**config.mk**
```make
export PLATFORM = sky130hd
export DESIGN_NAME = blinky_multi
export DESIGN_NICKNAME = d
export VERILOG_FILES = /design/src/rtl/blinky_multi.sv
export SDC_FILE = /design/constraint.sdc
export NUM_CORES = 1
export LEC_CHECK = 0
export BUFFER_PORTS_ARGS = -buffer_cell sky130_fd_sc_hd__buf_2
export CAP_MARGIN = 15
export CORE_AREA = 5 5 63 71
export CTS_BUF_LIST = sky130_fd_sc_hd__clkbuf_4 sky130_fd_sc_hd__clkbuf_8
export DETAILED_ROUTE_END_ITERATION = 12
export DIE_AREA = 0 0 68 76
export PLACE_DENSITY = 0.66
export SETUP_SLACK_MARGIN = 0.02
export SLEW_MARGIN = 20
export SYNTH_ARGS = -nofsm -noshare
export SYNTH_HDL_FRONTEND = slang
export SYNTH_SLANG_ARGS = --single-unit
export TNS_END_PERCENT = 1
```
**constraint.sdc**
```tcl
create_clock -name clk -period 2.46 [get_ports clk]
set_input_delay 0.246 -clock clk [delete_from_list [all_inputs] [get_ports clk]]
set_output_delay 0.246 -clock clk [all_outputs]
set_load 0.005 [all_outputs]
```
**src/rtl/blinky_multi.sv**
```systemverilog
// Multi-channel LED pattern generator: per-channel off/on/blink/breathe driven by a shared
// prescaler, PWM counter, triangle ramp and blink phase; odd channels run in antiphase.
module blinky_multi #(
    parameter int CHANNELS    = 2,
    parameter int PRESCALE    = 12000,
    parameter int PWM_BITS    = 4,
    parameter int BLINK_TICKS = 50
) (
    input  logic                  clk,
    input  logic                  rst_n,
    input  logic                  en,
    input  logic [2*CHANNELS-1:0] mode,
    output logic [CHANNELS-1:0]   led,
    output logic                  tick
);

    // Ramp direction states
    //   state     | meaning
    //   RAMP_UP   | level climbs by one per tick until it reaches MAX
    //   RAMP_DOWN | level falls by one per tick until it reaches 0
    typedef enum logic {RAMP_UP, RAMP_DOWN} dir_t;

    localparam int PRE_W = (PRESCALE > 1) ? $clog2(PRESCALE) : 1;
    localparam int BLK_W = (BLINK_TICKS > 1) ? $clog2(BLINK_TICKS) : 1;
    localparam logic [PWM_BITS-1:0] MAX       = '1;
    localparam logic [PRE_W-1:0]    PRE_LAST  = PRE_W'(PRESCALE - 1);
    localparam logic [BLK_W-1:0]    BLK_LAST  = BLK_W'(BLINK_TICKS - 1);

    logic [PRE_W-1:0]    pre_cnt;
    logic [PWM_BITS-1:0] pwm_cnt;
    logic [PWM_BITS-1:0] level;
    logic [PWM_BITS-1:0] level_next;
    logic [PWM_BITS-1:0] lvl;
    logic [BLK_W-1:0]    blink_cnt;
    logic                phase;
    logic                wrap;
    logic [CHANNELS-1:0] led_next;
    dir_t                dir;
    dir_t                dir_next;

    assign wrap = en && (pre_cnt == PRE_LAST);

    always_ff @(posedge clk) begin
        if (!rst_n) begin
            pre_cnt   <= '0;
            pwm_cnt   <= '0;
            level     <= '0;
            dir       <= RAMP_UP;
            blink_cnt <= '0;
            phase     <= 1'b0;
            led       <= '0;
            tick      <= 1'b0;
        end else begin
            pwm_cnt <= pwm_cnt + 1'b1;
            tick    <= wrap;
            led     <= led_next;
            level   <= level_next;
            dir     <= dir_next;
            if (en) begin
                pre_cnt <= wrap ? '0 : pre_cnt + 1'b1;
            end
            if (wrap) begin
                if (blink_cnt == BLK_LAST) begin
                    blink_cnt <= '0;
                    phase     <= ~phase;
                end else begin
                    blink_cnt <= blink_cnt + 1'b1;
                end
            end
        end
    end

    // Direction flips on the same tick that the level lands on an end point.
    always_comb begin
        dir_next = dir;
        if (wrap) begin
            if (dir == RAMP_UP && level_next == MAX) begin
                dir_next = RAMP_DOWN;
            end else if (dir == RAMP_DOWN && level_next == '0) begin
                dir_next = RAMP_UP;
            end
        end
    end

    always_comb begin
        level_next = level;
        if (wrap) begin
            level_next = (dir == RAMP_UP) ? level + 1'b1 : level - 1'b1;
        end
    end

    always_comb begin
        led_next = '0;
        lvl      = '0;
        for (int i = 0; i < CHANNELS; i++) begin
            lvl = (i % 2 == 0) ? level : MAX - level;
            case (mode[2*i +: 2])
                2'b00:   led_next[i] = 1'b0;
                2'b01:   led_next[i] = 1'b1;
                2'b10:   led_next[i] = (i % 2 == 0) ? phase : ~phase;
                default: led_next[i] = (pwm_cnt < lvl);
            endcase
        end
    end

endmodule

```
* After elaboration in Yosys (flattened, before gate mapping) *
Index checks and enable logic that the tools add are counted.

storage, ports and cells
  flip-flop bits (word level) = 33
  output and inout port bits = 3
  logic and storage cells = 42

operators by class
  add/sub/neg operators = 6
  magnitude comparators = 2
  eq/ne operators = 7
  muxes and demuxes = 8
  bitwise operators = 2
  reduce and logical (&&, ||, !) cells = 9

operators by type and width
  kind                   count
  $add 14x1->14 const B  1
  $eq 14x14->1 const B   1
  $mux 14                1
  $add 4x1->4 const B    2
  $lt 4x4->1             2
  $mux 4                 2
  $add 6x1->6 const B    1
  $eq 6x6->1 const B     1
  $mux 6                 1
  $pmux 1 s3             2
  $eq 2x1->1 const B     2
  $eq 2x2->1 const B     2
  $eq 4x4->1 const B     1
  $logic_not 2->1        2
  $logic_not 4->1        1
  $reduce_and 2->1       2
  $sub 4x1->4 const B    1
  $sub 4x4->4 const A    1
  $logic_and 1x1->1      3
  $mux 1                 2
  $not 1->1              2
  $reduce_bool 2->1      1

* Longest topological paths before layout *
Gate-level depths: netlist of the first run.

  depth after elaboration = 7
  mapped depth = 7

* Worst setup path after synthesis of the first run *
OpenSTA, ideal clock, no wires.

  kind = register to register
  start point = reg pre_cnt[5]
  end point = reg pre_cnt[10]
  setup time = 0.128 ns
  arrival = 1.933 ns
  data required time = 2.332 ns
  slack = 0.400 ns
  stages on the path, launching flop included = 7
  buffers on the path = 2
  period minus slack after synthesis = 2.060 ns
  cell sequence = dfxtp_1 -> or4b_4 -> or4_4 -> buf_6 -> nand2_1 -> clkbuf_1 -> nor2_1

on the way
  longest elaborated chain between the ends = 3
  elaborated cells between the ends (all ways) = 4
  those cells by class = add/sub (1); eq/ne (1); mux (1); reduce/logical (1)

ends and longest elaborated chain
  item                                                   line  text
  start: declaration                                     29    logic [PRE_W-1:0] pre_cnt;
  start signal: assignment                               60    pre_cnt <= wrap ? '0 : pre_cnt + 1'b1;
  branches (longest 2 deep; another with $add 14x1->14)  -
  $mux 14 (*)                                            60

Mark *: on every way between the ends.
A chain may end at the register's enable or synchronous reset.

* Worst setup path after layout of the first run *
  start point = reg pre_cnt[5]
  end point = reg dir

on the way
  longest elaborated chain between the ends = 7
  elaborated cells between the ends (all ways) = 10
  those cells by class = eq/ne (2); mux (2); reduce/logical (6)

ends and longest elaborated chain
  item                                           line    text
  $eq 14x14->1 (*)                               41      assign wrap = en && (pre_cnt == PRE_LAST);
  $logic_and 1x1->1 (*)                          41
  $mux 4                                         87      if (wrap) begin
  $eq 4x4->1 or $logic_not 4->1 (tied branches)  77, 79
  $logic_and 1x1->1, on equally long branches    77, 79
  $reduce_bool 2->1 (no line)                    -
  $reduce_and 2->1 (no line)                     -
  end signal: assignment                         58      dir <= dir_next;
  end: declaration                               38      dir_t dir;

Mark *: on every way between the ends. The rest lies on a longest branch, timed or not.

==> flow_metrics.py, run 1 <==
metrics = {
    "outcome": {
        "status": "finished, final reports clean",
    },
    "route": {
        "via_per_inst": 4.83,
        "vias": 1174,
        "drtIter0Drc": 23,
        "ant_nets": 0,
        "routedWlPerCell_um": 11.5,
        "drc_errors": 0,
        "drt_pass1_iterations": 3,
        "routed_wl_um": 2790,
    },
    "worst_setup_path": {
        "rr_startpoint": "pre_cnt[5]",
        "crit_fanout": 10,
        "required_ns": 2.66,
        "worstSetupStartpointType": "flip-flop",
        "cp.arrival_ns": 2.28,
        "startpoint": "pre_cnt[5]",
        "critPathKind": "flip-flop to flip-flop",
        "endpoint_kind": "flip-flop",
    },
    "power_and_ir_drop": {
        "clkPwrFrac": 0.376,
        "power_uw": 955,
        "leakage_uw": 0.000679,
        "powerDensity_nw_per_um2": 538,
        "combPwrFrac": 0.047,
        "p_sw_frac": 0.215,
        "seqPwrFrac": 0.577,
        "peakVddDrop_mv": 0.447,
        "p_sw_uw": 205,
        "internal_power_uw": 750,
    },
    "floorplan": {
        "io_pins": 10,
        "die_w_um": 68,
        "die-area_um2": 5170,
        "initial_core_util": 0.428,
        "row_count": 24,
        "dieHeight_um": 76,
        "core-area_um2": 3750,
    },
    "timing": {
        "hold_viol_final": 0,
        "max_freq_mhz": 481,
        "slew_viol_final": 0,
        "worst-slew-pin-transition_ns": 0.419,
        "fin_crit_ns": 2.08,
        "finClkSkew_ns": 0.00684,
        "fin_tns_setup_ns": 0,
        "max_slew_margin": 0.721,
        "rsz0062_at_grt": "false",
        "period_share": 0.845,
        "finalSetupViolations": 0,
    },
    "grt": {
        "grt_pass1_vias": 1118,
        "grt_max_degree": 15,
        "antenna_found_initial": 0,
        "grtUsageTotal": 0.126,
        "grt_overflow": 0,
        "grt_pass1_wl_um": 4870,
    },
    "clock_network": {
        "cts-resized-gates": 0,
        "clk_latency_ns": 0.28,
        "clkSlewWorstSetupHoldPaths_ns": 0.06,
        "post_cts_buffers": 0,
        "clock-sinks": 33,
        "numCtsBuffers": 5,
        "cts_tree": "built",
        "cts_max_path_buffers": 2,
        "cts-root-buf": "clkbuf_8",
        "ctsHtreeMaxLevel": 2,
        "cts_hold_buf": 0,
    },
    "synthesis": {
        "synth_adder_area_share": 0.106,
        "synth_compound_area_frac": 0.0763,
        "yosys.area.top_type_share": 0.411,
        "synth_area_leaders": "dfxtp_1 41%, ha_1 9.3%, nor2_1 7.2%, xor2_1 7.1%, xnor2_1 5.5%",
        "synth_top_family_by_area": "simple AND/OR/NAND/NOR gates",
        "syn_nets": 199,
        "syn-cell-area_um2": 1610,
        "synth-seq-cells": 33,
        "synthCells": 179,
        "ys_seq_area_frac": 0.411,
        "ys.flop_type": "dfxtp_1",
        "async_flop_share": 0,
        "muxShareOfSynthArea": 0.00623,
        "synth-xor-area-share": 0.125,
        "ys_warn_count": 0,
        "synth-edff-count": 0,
        "yosys.area.top_type": "dfxtp_1",
        "ys_types": 30,
        "avgSynthCellArea_um2": 8.98,
        "synth_simple_gate_area_frac": 0.240,
    },
    "place": {
        "port_buffers": 9,
        "dp_hpwl_um": 2030,
        "globalplace.congestion": 0.774,
    },
    "hold_path": {
        "min_path_type": "input port to flip-flop",
        "holdCritStartpoint": "mode[3]",
    },
    "run": {
        "cap_violations": 0,
    },
    "cells_and_area": {
        "syn_to_final_growth_pct": 10.5,
        "fin_util": 0.473,
        "diodes": 0,
        "nets": 212,
        "drive_above_1_share": 0.105,
    },
}
-- layer usage --
layer	share of wire	up-vias	global-route usage
met2	0.49	8	0.198
met4	0.022	0	0.0596
li1	-	623	-
met1	0.45	537	0.146
met3	0.034	6	0.0487
met5	0	-	0
-- state kept, by name, indices dropped and copies added (netlist names) --
signal	flops
pre_cnt	14
blink_cnt	6
level	4
pwm_cnt	4
led	2
dir	1
phase	1
tick	1
-- synth_stat cells, drive strengths merged, types with 2 or more instances --
cell type	instances
nand2b	3
nand4	5
xor2	13
and3	4
nand3	9
and2	2
inv	9
dfxtp	33
xnor2	10
nor2	31
a21o	3
o21bai	2
nand2	14
a21oi	9
ha	12
clkbuf	3
a311oi	2
nor3	4
nor4	2
-- critical path, cell delays in order, from the launching register on --
cell and delay [ns]:
dfxtp_1 0.33, or4b_4 0.54, or4_4 0.61, nor3_4 0.21, xnor2_1 0.10, o31ai_1 0.21
-- area by class of cell --
cell class / instances / area, um^2
Clock inverter: 1 / 5.00
Clock buffer: 5 / 68.8
Multi-Input combinational cell: 133 / 890
Sequential cell: 33 / 661
Fill cell: 395 / 1980
Timing Repair Buffer: 10 / 52.6
Tap cell: 52 / 65.1
Inverter: 9 / 33.8
-- through the flow --
stage | hold WS, ns | worst slack, ns | cell area [um^2] | cells
final | 0.170 | 0.382 | 1780 | 243
after global routing | 0.159 | 0.244 | 1780 | 243
after CTS | 0.158 | 0.361 | 1780 | 243
after detailed placement | 0.467 | 0.363 | 1700 | 237
after global placement | 0.454 | 0.412 | 1700 | 237
after floorplan | 0.356 | 0.400 | 1610 | 179
-- worst paths after layout --
check	end	slack (ns)	cells after the start
max	dir	0.38	5
min	led[1]	0.17	2
max reg2reg	dir	0.38	5
min reg2reg	pwm_cnt[0]	0.48	1
-- power by group through the flow --
stage | sequential [uW] | combinational (uW) | clock [uW]
floorplan | 562 | 30.6 | 0
global placement | 563 | 44.8 | 0
detailed placement | 563 | 45.9 | 0
CTS | 551 | 45.9 | 380
global route | 552 | 52.1 | 404
finish | 551 | 44.7 | 359
-- layout by cell type (no fill, tap or decap), types with 3 or more instances in the layout --
cell and count:
dfxtp_1 33, nor2_1 31, nand2_1 14, xor2_1 13, ha_1 12, xnor2_1 10
inv_1 9, nand3_1 9, a21oi_1 9, buf_2 9, nand4_1 5, clkbuf_8 5
and3_1 4, nor3_1 3, nand2b_1 3, a21o_1 3
-- logic make-up after synthesis --
group,Yosys count
XOR/XNOR,23
buffers and inverters,13
flip-flops,33
AND/OR/NAND/NOR,77
AO/OA/AOI/OAI,19
multiplexers,1
adder cells (fa/ha/maj),13
Power figures use the tool's default switching activity.
==> run 2, diff against run 1 <==
--- a/config.mk
+++ b/config.mk
@@ -11,7 +11,7 @@
 export CTS_BUF_LIST = sky130_fd_sc_hd__clkbuf_4 sky130_fd_sc_hd__clkbuf_8
 export DETAILED_ROUTE_END_ITERATION = 12
 export DIE_AREA = 0 0 68 76
-export PLACE_DENSITY = 0.66
+export PLACE_DENSITY = 0.68
 export SETUP_SLACK_MARGIN = 0.02
 export SLEW_MARGIN = 20
 export SYNTH_ARGS = -nofsm -noshare
==> constraint.sdc (replaced) <==
create_clock -name clk -period 1.7 [get_ports clk]
set_input_delay 0.17 -clock clk [delete_from_list [all_inputs] [get_ports clk]]
set_output_delay 0.17 -clock clk [all_outputs]
set_load 0.005 [all_outputs]
==> flow_metrics.py, run 2 (synthesis gave the netlist of run 1 again) <==
metrics = {
    "cells_and_area": {
        "drive_above_1_share": 0.202,
        "nets": 232,
        "fillers": 361,
        "diodes": 0,
        "largest_reg_flops": 14,
        "final_common_cell": "dfxtp_1",
        "regMostFlops": "pre_cnt",
        "syn_to_final_growth_pct": 21.6,
        "fin_area_um2": 1950,
        "layout_common_cells": "33 x dfxtp_1, 31 x nor2_1, 20 x buf_4, 13 x nand2_1, 13 x xor2_1",
        "finalNonFillerCells": 265,
        "reg_top3": "pre_cnt: 14 flops, blink_cnt: 6 flops",
    },
    "floorplan": {
        "initial_core_util": 0.428,
        "dieHeight_um": 76,
        "io_pins": 10,
        "die-area_um2": 5170,
        "die_w_um": 68,
        "row_count": 24,
        "core-area_um2": 3750,
    },
    "timing": {
        "fin_tns_setup_ns": -1.53,
        "max_freq_mhz": 541,
        "finalSetupViolations": 19,
        "worst-slew-pin-transition_ns": 0.437,
        "hold_viol_final": 0,
        "finClkSkew_ns": 0.0119,
        "fin_ws_ns": -0.149,
        "max_slew_margin": 0.708,
        "slew_viol_final": 0,
        "fin_crit_ns": 1.85,
        "rsz0062_at_grt": "true",
        "period_share": 1.09,
    },
    "worst_setup_path": {
        "critPathKind": "flip-flop to flip-flop",
        "cp.arrival_ns": 2.06,
        "slowest_delay_ns": 0.54,
        "rr_startpoint": "pre_cnt[12]",
        "crit_family": "simple AND/OR/NAND/NOR gates",
        "crit_fanout": 8,
        "endpoint_kind": "flip-flop",
        "rr_endpoint": "dir",
        "reg2reg_depth": 5,
        "r2r_setup_slack_ns": -0.15,
        "worstSetupStartpointType": "flip-flop",
        "crit_chain": "or4b_4 > or4_4 > nor3_4 > xnor2_1 > o31ai_1",
        "cp_slowest_cell": "or4b_4",
        "required_ns": 1.91,
        "worst-path-buf-inv": 0,
        "startpoint": "pre_cnt[12]",
    },
    "grt": {
        "antenna_found_initial": 0,
        "grt_pass1_vias": 1175,
        "grt_overflow": 0,
        "grtUsageTotal": 0.126,
        "grt_max_degree": 15,
        "grt_pass1_wl_um": 4970,
    },
    "clock_network": {
        "clock-sinks": 33,
        "cts_max_path_buffers": 2,
        "cts_hold_buf": 0,
        "clk_latency_ns": 0.29,
        "post_cts_buffers": 0,
        "cts-root-buf": "clkbuf_8",
        "ctsHtreeMaxLevel": 2,
        "numCtsBuffers": 5,
        "cts_tree": "built",
        "clkSlewWorstSetupHoldPaths_ns": 0.08,
    },
    "run": {
        "cap_violations": 0,
    },
    "route": {
        "vias": 1243,
        "routedWlPerCell_um": 10.6,
        "ant_nets": 0,
        "routed_wl_um": 2810,
        "via_per_inst": 4.69,
        "drt_pass1_iterations": 4,
        "drtIter0Drc": 51,
        "drc_errors": 0,
    },
    "place": {
        "pre_cts_ws_ns": -0.275,
        "place_area_um2": 1860,
        "port_buffers": 9,
        "dp_cells": 257,
        "globalplace.congestion": 0.772,
        "dp_hpwl_um": 2110,
    },
    "hold_path": {
        "min_path_type": "input port to flip-flop",
        "min_path_cells": 2,
        "hold_end": "led[0]",
        "holdCritStartpoint": "mode[1]",
    },
    "outcome": {
        "status": "finished with violations",
        "failed_checks": "setup timing",
    },
    "power_and_ir_drop": {
        "peakVddDrop_mv": 0.550,
        "leakage_uw": 0.000796,
        "power_uw": 1460,
        "powerDensity_nw_per_um2": 746,
    },
}
[run 2: worst register-to-register path: cells and delay by family (launching register included)]
| kind | cells | cell delay (ns) |
|---|---|---|
| compound gates | 1 | 0.18 |
| xor+xnor | 1 | 0.11 |
| flops | 1 | 0.31 |
| simple gates | 3 | 1.18 |
[run 2: layer usage]
metal,part of all wire,track usage,wire (um)
met2,0.46,0.192,1300
met4,0.026,0.0656,73
met5,0,0,0
met3,0.041,0.0487,114
met1,0.47,0.151,1320
[run 2: timing repair]
| action | in CTS | in global routing |
|---|---|---|
| pin swaps | 1 | 0 |
| gates resized for setup | 1 | 0 |
| endpoints found under the setup margin | 26 | 26 |
| cloned | 0 | 0 |
[run 2: cell type report]
cell class,instances,area (um^2),share of cell area
Clock buffer,6,76.3,0.0391
Clock inverter,2,10.0,0.00512
Inverter,9,33.8,0.0173
Multi-Input combinational cell,133,892,0.457
Sequential cell,33,661,0.338
Tap cell,52,65.1,0.0333
Timing Repair Buffer,30,215,0.110
[run 2: stage by stage]
step / util / hold slack, ns
5_1_grt: 0.520 / 0.0833
3_5_place_dp: 0.497 / 0.387
3_3_place_gp: 0.497 / 0.386
6_report: 0.520 / 0.0896
4_1_cts: 0.520 / 0.0717
2_1_floorplan: - / 0.280
[run 2: report_power, final]
part           total [uW]  internal, uW  switching [uW]
clock network         588           299             288
logic                73.4          37.2            36.2
registers             796           786            10.3
[run 2: worst max path at each step]
stage | to | slack, ns | cells past startpoint
after CTS | dir | -0.17 | 5
after global placement | dir | -0.23 | 5
after floorplan | blink_cnt[5] | -0.29 | 5
final | dir | -0.15 | 5
after detailed placement | dir | -0.28 | 5
after global routing | blink_cnt[1] | -0.25 | 6
==> run 3, diff against run 2 <==
--- a/config.mk
+++ b/config.mk
@@ -7,11 +7,11 @@
 export LEC_CHECK = 0
 export BUFFER_PORTS_ARGS = -buffer_cell sky130_fd_sc_hd__buf_2
 export CAP_MARGIN = 15
-export CORE_AREA = 5 5 63 71
+export CORE_AREA = 5 5 67 75
 export CTS_BUF_LIST = sky130_fd_sc_hd__clkbuf_4 sky130_fd_sc_hd__clkbuf_8
 export DETAILED_ROUTE_END_ITERATION = 12
-export DIE_AREA = 0 0 68 76
-export PLACE_DENSITY = 0.68
+export DIE_AREA = 0 0 72 80
+export PLACE_DENSITY = 0.62
 export SETUP_SLACK_MARGIN = 0.02
 export SLEW_MARGIN = 20
 export SYNTH_ARGS = -nofsm -noshare
==> constraint.sdc (replaced) <==
create_clock -name clk -period 1.7 [get_ports clk]
set_input_delay 0.34 -clock clk [delete_from_list [all_inputs] [get_ports clk]]
set_output_delay 0.34 -clock clk [all_outputs]
set_load 0.005 [all_outputs]
==> flow_metrics.py, run 3 (synthesis gave the netlist of run 1 again) <==
metrics = {
    "outcome": {
        "status": "finished with violations",
        "failed_checks": "setup timing",
    },
    "cells_and_area": {
        "syn_to_final_growth_pct": 25.1,
        "diodes": 0,
        "regMostFlops": "pre_cnt",
        "final_common_cell": "dfxtp_1",
        "reg_top3": "pre_cnt: 14 flops, blink_cnt: 6 flops",
        "largest_reg_flops": 14,
        "fin_util": 0.479,
        "fin_area_um2": 2010,
        "layout_common_cells": "32 x dfxtp_1, 31 x nor2_1, 23 x buf_4, 13 x xor2_1",
        "drive_above_1_share": 0.228,
        "nets": 235,
        "fillers": 419,
    },
    "grt": {
        "grt_overflow": 0,
        "grt_pass1_vias": 1192,
        "antenna_found_initial": 0,
        "grt_pass1_wl_um": 5140,
        "grt_max_degree": 15,
        "grtUsageTotal": 0.116,
    },
    "place": {
        "place_area_um2": 1880,
        "dp_hpwl_um": 2170,
        "pre_cts_ws_ns": -0.261,
        "port_buffers": 9,
        "globalplace.congestion": 0.790,
    },
    "route": {
        "routed_wl_um": 2860,
        "ant_nets": 0,
        "via_per_inst": 4.68,
        "vias": 1260,
        "drt_pass1_iterations": 3,
        "routedWlPerCell_um": 10.6,
        "drc_errors": 0,
        "drtIter0Drc": 27,
    },
    "clock_network": {
        "cts-root-buf": "clkbuf_8",
        "numCtsBuffers": 5,
        "clkSlewWorstSetupHoldPaths_ns": 0.06,
        "cts_hold_buf": 0,
        "cts_tree": "built",
        "ctsHtreeMaxLevel": 2,
        "clk_latency_ns": 0.28,
        "cts_max_path_buffers": 2,
        "clock-sinks": 33,
    },
    "worst_setup_path": {
        "required_ns": 1.90,
        "worstSetupStartpointType": "flip-flop",
        "crit_family": "simple AND/OR/NAND/NOR gates",
        "crit_fanout": 7,
        "worst-path-buf-inv": 0,
        "endpoint_kind": "flip-flop",
        "crit_chain": "or4b_4 > or4_4 > nor3_4 > xnor2_1 > o31ai_1",
        "slowest_delay_ns": 0.53,
        "cp.arrival_ns": 2.04,
        "critPathKind": "flip-flop to flip-flop",
        "cp_slowest_cell": "or4b_4",
    },
    "timing": {
        "period_share": 1.08,
        "fin_tns_setup_ns": -1.53,
        "worst-slew-pin-transition_ns": 0.436,
        "finalSetupViolations": 22,
        "max_freq_mhz": 544,
        "fin_crit_ns": 1.84,
        "slew_viol_final": 0,
        "finClkSkew_ns": 0.00575,
        "max_slew_margin": 0.709,
        "hold_viol_final": 0,
        "fin_ws_ns": -0.140,
        "rsz0062_at_grt": "true",
    },
    "floorplan": {
        "die-area_um2": 5760,
        "die_w_um": 72,
        "dieHeight_um": 80,
        "row_count": 25,
        "core-area_um2": 4190,
        "initial_core_util": 0.383,
        "io_pins": 10,
    },
    "power_and_ir_drop": {
        "powerDensity_nw_per_um2": 734,
        "leakage_uw": 0.000824,
        "peakVddDrop_mv": 0.297,
        "power_uw": 1470,
    },
    "hold_path": {
        "min_path_type": "input port to flip-flop",
    },
    "run": {
        "cap_violations": 0,
    },
}
[run 3: layout make-up]
cell class                      instances  area [um^2]  area share
Clock buffer                            7         90.1      0.0448
Inverter                                9         33.8      0.0168
Multi-Input combinational cell        133          918       0.457
Sequential cell                        33          662       0.329
Tap cell                               54         67.6      0.0336
Timing Repair Buffer                   33          238       0.118
[run 3: through the flow]
stage / instances / hold WS, ns
3_5_place_dp: 261 / 0.467
3_3_place_gp: 261 / 0.458
6_report: 269 / 0.258
4_1_cts: 269 / 0.250
2_1_floorplan: 179 / 0.436
5_1_grt: 269 / 0.252
[run 3: final timing paths]
path,end,from,slack (ns),cells after the start
worst max-delay path,dir,pre_cnt[12],-0.14,5
worst min-delay path,led[1],mode[3],0.26,2
worst max register to register,dir,pre_cnt[12],-0.14,5
worst min register to register,pwm_cnt[0],pwm_cnt[0],0.48,1
[run 3: layer usage]
layer  GRT usage  routed length (um)  vias to the layer above
li1            -                   -                      673
met5           0                   0                        -
met1       0.138                1400                      566
met2       0.182                1250                       14
met3      0.0378                 131                        7
met4      0.0620                  68                        0
[run 3: worst register-to-register path: stages (launching register included)]
cell	delay, ns
dfxtp_2	0.32
or4b_4	0.53
or4_4	0.50
nor3_4	0.14
xnor2_1	0.10
o31ai_1	0.18
[run 3: where the power goes]
group	total, uW	internal, uW	switching, uW
clock network	602	337	266
logic	76.3	38.9	37.4
registers	796	786	9.90
total	1470	1160	313
[run 3: timing repair]
item | in CTS | in global routing
pin swaps | 4 | 0
buffers inserted | 1 | 0
endpoints found under the setup margin | 27 | 27
resized for setup | 4 | 2
